## config.mk

```make
export PLATFORM = sky130hd
export DESIGN_NAME = tastensender_flat
export DESIGN_NICKNAME = d
export VERILOG_FILES = /design/src/rtl/tastensender_if.sv /design/src/rtl/tastensender.sv /design/src/flat_wrapper.sv
export SDC_FILE = /design/constraint.sdc
export NUM_CORES = 1
export LEC_CHECK = 0
export ABC_CLOCK_PERIOD_IN_PS = 2590
export CORE_AREA = 2 2 55 57
export DETAILED_ROUTE_END_ITERATION = 16
export DIE_AREA = 0 0 57 59
export PLACE_DENSITY = 0.72
export SKIP_CTS_REPAIR_TIMING = 1
export SLEW_MARGIN = 20
export SYNTH_ARGS = -nofsm -noshare
export SYNTH_HDL_FRONTEND = slang
export SYNTH_SLANG_ARGS = --single-unit
```

## constraint.sdc

```tcl
create_clock -name clk -period 2.59 [get_ports clk]
set_input_delay 0.259 -clock clk [delete_from_list [all_inputs] [get_ports clk]]
set_output_delay 0.259 -clock clk [all_outputs]
set_load 0.02 [all_outputs]
```

## src/rtl/tastensender_if.sv

```systemverilog
// Request/status bundle between a press-train requester and tastensender.
// The requester drives start/anzahl; the generator drives the rest.
interface tastensender_if;
  logic       start;
  logic [3:0] anzahl;
  logic       taste;
  logic       busy;
  logic       done;
  logic [3:0] sent;

  modport master (
    output start,
    output anzahl,
    input  taste,
    input  busy,
    input  done,
    input  sent
  );

  modport slave (
    input  start,
    input  anzahl,
    output taste,
    output busy,
    output done,
    output sent
  );
endinterface

```

## src/rtl/tastensender.sv

```systemverilog
// Button-press train generator: emits anzahl high/low pulses on taste,
// then a one-cycle done pulse. All outputs come straight from flops.
module tastensender #(
  parameter int HIGH_CYCLES = 1000,
  parameter int LOW_CYCLES  = 1000
) (
  input logic           clk,
  input logic           reset,
  tastensender_if.slave bus
);

  localparam int MAX_LEN =
    (HIGH_CYCLES > LOW_CYCLES) ? HIGH_CYCLES : LOW_CYCLES;
  localparam int CW = $clog2(MAX_LEN + 1);

  localparam logic [CW-1:0] H_LAST = CW'(HIGH_CYCLES - 1);
  localparam logic [CW-1:0] L_LAST = CW'(LOW_CYCLES - 1);

  typedef enum logic [1:0] {
    IDLE,
    HIGH,
    LOW,
    FIN
  } state_t;

  state_t        state;
  logic [CW-1:0] cnt;
  logic [3:0]    rem;
  logic          taste_q;
  logic          busy_q;
  logic          done_q;
  logic [3:0]    sent_q;

  // Train sequencer: phase timing, press bookkeeping and registered outputs.
  // FIN entered from IDLE (anzahl==0) first spends a busy cycle with done
  // low, then raises done; FIN entered from LOW raises done immediately.
  always_ff @(posedge clk) begin
    if (reset) begin
      state   <= IDLE;
      cnt     <= '0;
      rem     <= '0;
      taste_q <= 1'b0;
      busy_q  <= 1'b0;
      done_q  <= 1'b0;
      sent_q  <= '0;
    end else begin
      unique case (state)
        IDLE: begin
          taste_q <= 1'b0;
          busy_q  <= 1'b0;
          done_q  <= 1'b0;
          cnt     <= '0;
          if (bus.start) begin
            rem    <= bus.anzahl;
            sent_q <= '0;
            busy_q <= 1'b1;
            if (bus.anzahl != 4'd0) begin
              state   <= HIGH;
              taste_q <= 1'b1;
            end else begin
              state <= FIN;
            end
          end
        end

        HIGH: begin
          if (cnt == H_LAST) begin
            cnt     <= '0;
            taste_q <= 1'b0;
            state   <= LOW;
          end else begin
            cnt <= cnt + 1'b1;
          end
        end

        LOW: begin
          if (cnt == L_LAST) begin
            cnt    <= '0;
            sent_q <= sent_q + 4'd1;
            rem    <= rem - 4'd1;
            if (rem == 4'd1) begin
              state  <= FIN;
              busy_q <= 1'b0;
              done_q <= 1'b1;
            end else begin
              state   <= HIGH;
              taste_q <= 1'b1;
            end
          end else begin
            cnt <= cnt + 1'b1;
          end
        end

        FIN: begin
          cnt <= '0;
          if (!done_q) begin
            done_q <= 1'b1;
            busy_q <= 1'b0;
          end else begin
            done_q <= 1'b0;
            state  <= IDLE;
          end
        end
      endcase
    end
  end

  assign bus.taste = taste_q;
  assign bus.busy  = busy_q;
  assign bus.done  = done_q;
  assign bus.sent  = sent_q;

endmodule

```

## src/flat_wrapper.sv

```systemverilog
// flat-port wrapper written by rule: the top's interface ports become plain ports
module tastensender_flat 
#(
  parameter int HIGH_CYCLES = 1000,
  parameter int LOW_CYCLES  = 1000
)
  (clk, reset, bus_start, bus_anzahl, bus_taste, bus_busy, bus_done, bus_sent);
  tastensender_if bus_i ();
  input logic clk;
  input logic reset;
  input wire logic [$bits(bus_i.start)-1:0] bus_start;
  input wire logic [$bits(bus_i.anzahl)-1:0] bus_anzahl;
  output wire logic [$bits(bus_i.taste)-1:0] bus_taste;
  output wire logic [$bits(bus_i.busy)-1:0] bus_busy;
  output wire logic [$bits(bus_i.done)-1:0] bus_done;
  output wire logic [$bits(bus_i.sent)-1:0] bus_sent;
  assign bus_i.start = bus_start;
  assign bus_i.anzahl = bus_anzahl;
  assign bus_taste = bus_i.taste;
  assign bus_busy = bus_i.busy;
  assign bus_done = bus_i.done;
  assign bus_sent = bus_i.sent;
  tastensender #(.HIGH_CYCLES(HIGH_CYCLES), .LOW_CYCLES(LOW_CYCLES)) u_core (.clk(clk), .reset(reset), .bus(bus_i));
endmodule
```

==> out/metrics.csv <==
metric,value,unit
status,"finished, final reports clean",
maxCapViolCount,0,
critical-path-top-delay-family,compound AO/OA/AOI/OAI gates,
vias,1204,
path_max_fanout,13,
pre_cts_ws,0.5947,ns
worst_pin_slew,0.5895,ns
slew_headroom,0.6028,
clock.fmax,0.5071,GHz
ant_nets,0,
final_common_cell,dfxtp_1,
gp_congestion,0.7921,
switching_power,573.2,uW
rsz0062_at_grt,false,
worst-path-buf-inv,2,
wire_per_inst,14.90,um
ys_seq_area_frac,0.3482,
finalMaxSlewViolations,0,
path_cells,"inv_1, ha_1, inv_1, a31oi_2, nor2_1, a221oi_2",
r2r-start,u_core.state[0],
period_share,0.7613,
syn_inst,153,
io_buffers,13,
ir_drop,0.5812,mV
swShare,0.4339,
leakage,0.0005207,uW
ys_types,43,
grt-ovfl-total,0,
clock_path_buffers,2,
synth_area,0.001323,sq mm
hold_violations,0,
syn_to_final_growth,14.66,%
critPathLaunch,u_core.state[0],
placed_area,0.001489,sq mm
skew,0.003185,ns
antenna_cells,0,
intPower,747.8,uW
worstSkewPairLatency,0.31,ns
setup-tns-final,0,ns
antenna_found_initial,0,
fin_area,0.001516,sq mm
cts.sinks,23,
setup_viol,0,
clk_pin_slew,0.13,ns
grt_pass1_wl,4926,um
worstPathRequired,2.83,ns
drt-vias-per-instance,6.050,
min_from,u_core.cnt[0],
p_seq_frac,0.363,
dieArea,0.003363,sq mm
layout_common_cells,"dfxtp_1, nor2_1, o21ai_0, clkdlybuf4s50_1, a21oi_1",
die_w,57,um
coreArea,0.002710,sq mm
pin_count,14,
dp_hpwl,2200,um
nets,184,
numCtsBuffers,3,
synth.avg_cell_area,8.644,sq um
drive_gt1_frac,0.08929,
cts_tree,built,
clock-root-buffer,clkbuf_4,
grt_max_degree,17,
firstDrtPassIters,4,
worstPathArrival,2.21,ns
row_count,19,
end_kind,flip-flop,
critPathLaunchType,flip-flop,
hold_class,flip-flop to flip-flop,
synthesis.nets,168,
combPwrFrac,0.508,
dr.first_iter.drc_count,52,
synth_seq_cells,23,
track_usage,0.1865,
setup_slack,0.6181,ns
p_per_area,871.1,mW/mm^2
clkPwrFrac,0.129,
drc,0,
wl,2965,um
initial_core_util,0.4880,
die_h,59,um
crit_path_frequent_cell,inv_1,
slowest_delay,0.41,ns
cts_max_level,1,
period_needed,1.972,ns
slowest_stage,a31oi_2,
critPathKind,flip-flop to flip-flop,
num-fill-cells,266,
ys_warn_count,0,
seqCellArea,460.4,sq um
grt_pass1_vias,1108,
multi_input_area,814.5,sq um
total_power,1321,uW
[path summary, 6_finish.rpt]
path | slack (ns) | end | cells after the start
max | 0.62 | u_core.rem[0] | 6
min | 0.48 | u_core.cnt[0] | 1
max reg2reg | 0.62 | u_core.rem[0] | 6
min reg2reg | 0.48 | u_core.cnt[0] | 1
[registers in the layout (all words and copies together) (netlist names)]
signal,count
u_core.bus.busy,1
u_core.bus.done,1
u_core.bus.sent,4
u_core.bus.taste,1
u_core.cnt,10
u_core.rem,4
u_core.state,2
[cell families (layout without fill, tap and decap cells)]
kind of cell             after synthesis  in the layout  synth area share
AND/OR/NAND/NOR                       58             58            0.2479
AO/OA/AOI/OAI                         43             43            0.2308
flip-flops                            23             23            0.3482
buffers and inverters                 12             27           0.03595
adder cells (fa/ha/maj)                8              8           0.07569
XOR/XNOR                               8              8           0.05298
multiplexers                           1              1          0.008514
[worst reg2reg max path: cells and delay by family, from the launching register on]
family	cells	cell delay (ns)
buffers and inverters	2	0.33
flip-flops	1	0.37
AND/OR/NAND/NOR	1	0.12
adder cells (fa/ha/maj)	1	0.40
AO/OA/AOI/OAI	2	0.68
[power by group through the flow]
stage               Sequential [uW]  Combinational (uW)  Clock [uW]
floorplan                       496                 461           0
global placement                482                 641           0
detailed placement              485                 657           0
CTS                             477                 662         175
global route                    491                 741         192
finish                          480                 670         171
[Yosys cell counts, drive strengths merged]
cell     instances  area, sq um
dfxtp           23        460.4
nor2            18        67.56
o21ai           13        65.06
a21oi           11        55.05
ha               8        100.1
inv              8        30.03
nand3            7        35.03
nand2            6        22.52
xor2             5        43.79
nand4            4        25.02
a31oi            3        25.02
nor3             3        20.02
o2111ai          3        26.28
o41ai            3        33.79
xnor2            3        26.28
a211oi           2        15.01
a221oi           2        23.77
a22o             2        17.52
and3             2        12.51
buf              2        10.01
clkbuf           2        7.510
nand2b           2        12.51
nand4b           2        17.52
nor2b            2        12.51
o211ai           2        15.01
o31ai            2        28.78
or4              2        15.01
and2             1        6.260
and4             1        8.760
and4b            1        10.01
mux2             1        11.26
nand3b           1        7.510
nor3b            1        12.51
nor4b            1        8.760
nor4bb           1        10.01
or2              1        6.260
or3              1        6.260
or3b             1        11.26
[layer usage]
layer  share of wire  vias to the layer above  global-route usage
li1                -                      598                   -
met1            0.49                      566              0.2408
met2            0.45                       34              0.3103
met3           0.052                        6             0.03493
met4           0.014                        0             0.07309
met5               0                        -                   0
[layout make-up]
class	instances	share of cell area
Clock buffer	3	0.01485
Multi-Input combinational cell	118	0.5371
Inverter	8	0.01980
Clock inverter	1	0.003300
Timing Repair Buffer	15	0.09571
Tap cell	31	0.02558
Sequential cell	23	0.3036
[per-stage QoR]
step / utilization / hold WS, ns / instances
3_3_place_gp: 0.5494 / 0.4394 / 195
2_1_floorplan: - / 0.3252 / 153
5_1_grt: 0.5596 / 0.5024 / 199
4_1_cts: 0.5596 / 0.4747 / 199
6_report: 0.5596 / 0.4763 / 199
3_5_place_dp: 0.5494 / 0.4506 / 195
No activity file was read; power rests on OpenSTA's default activity.
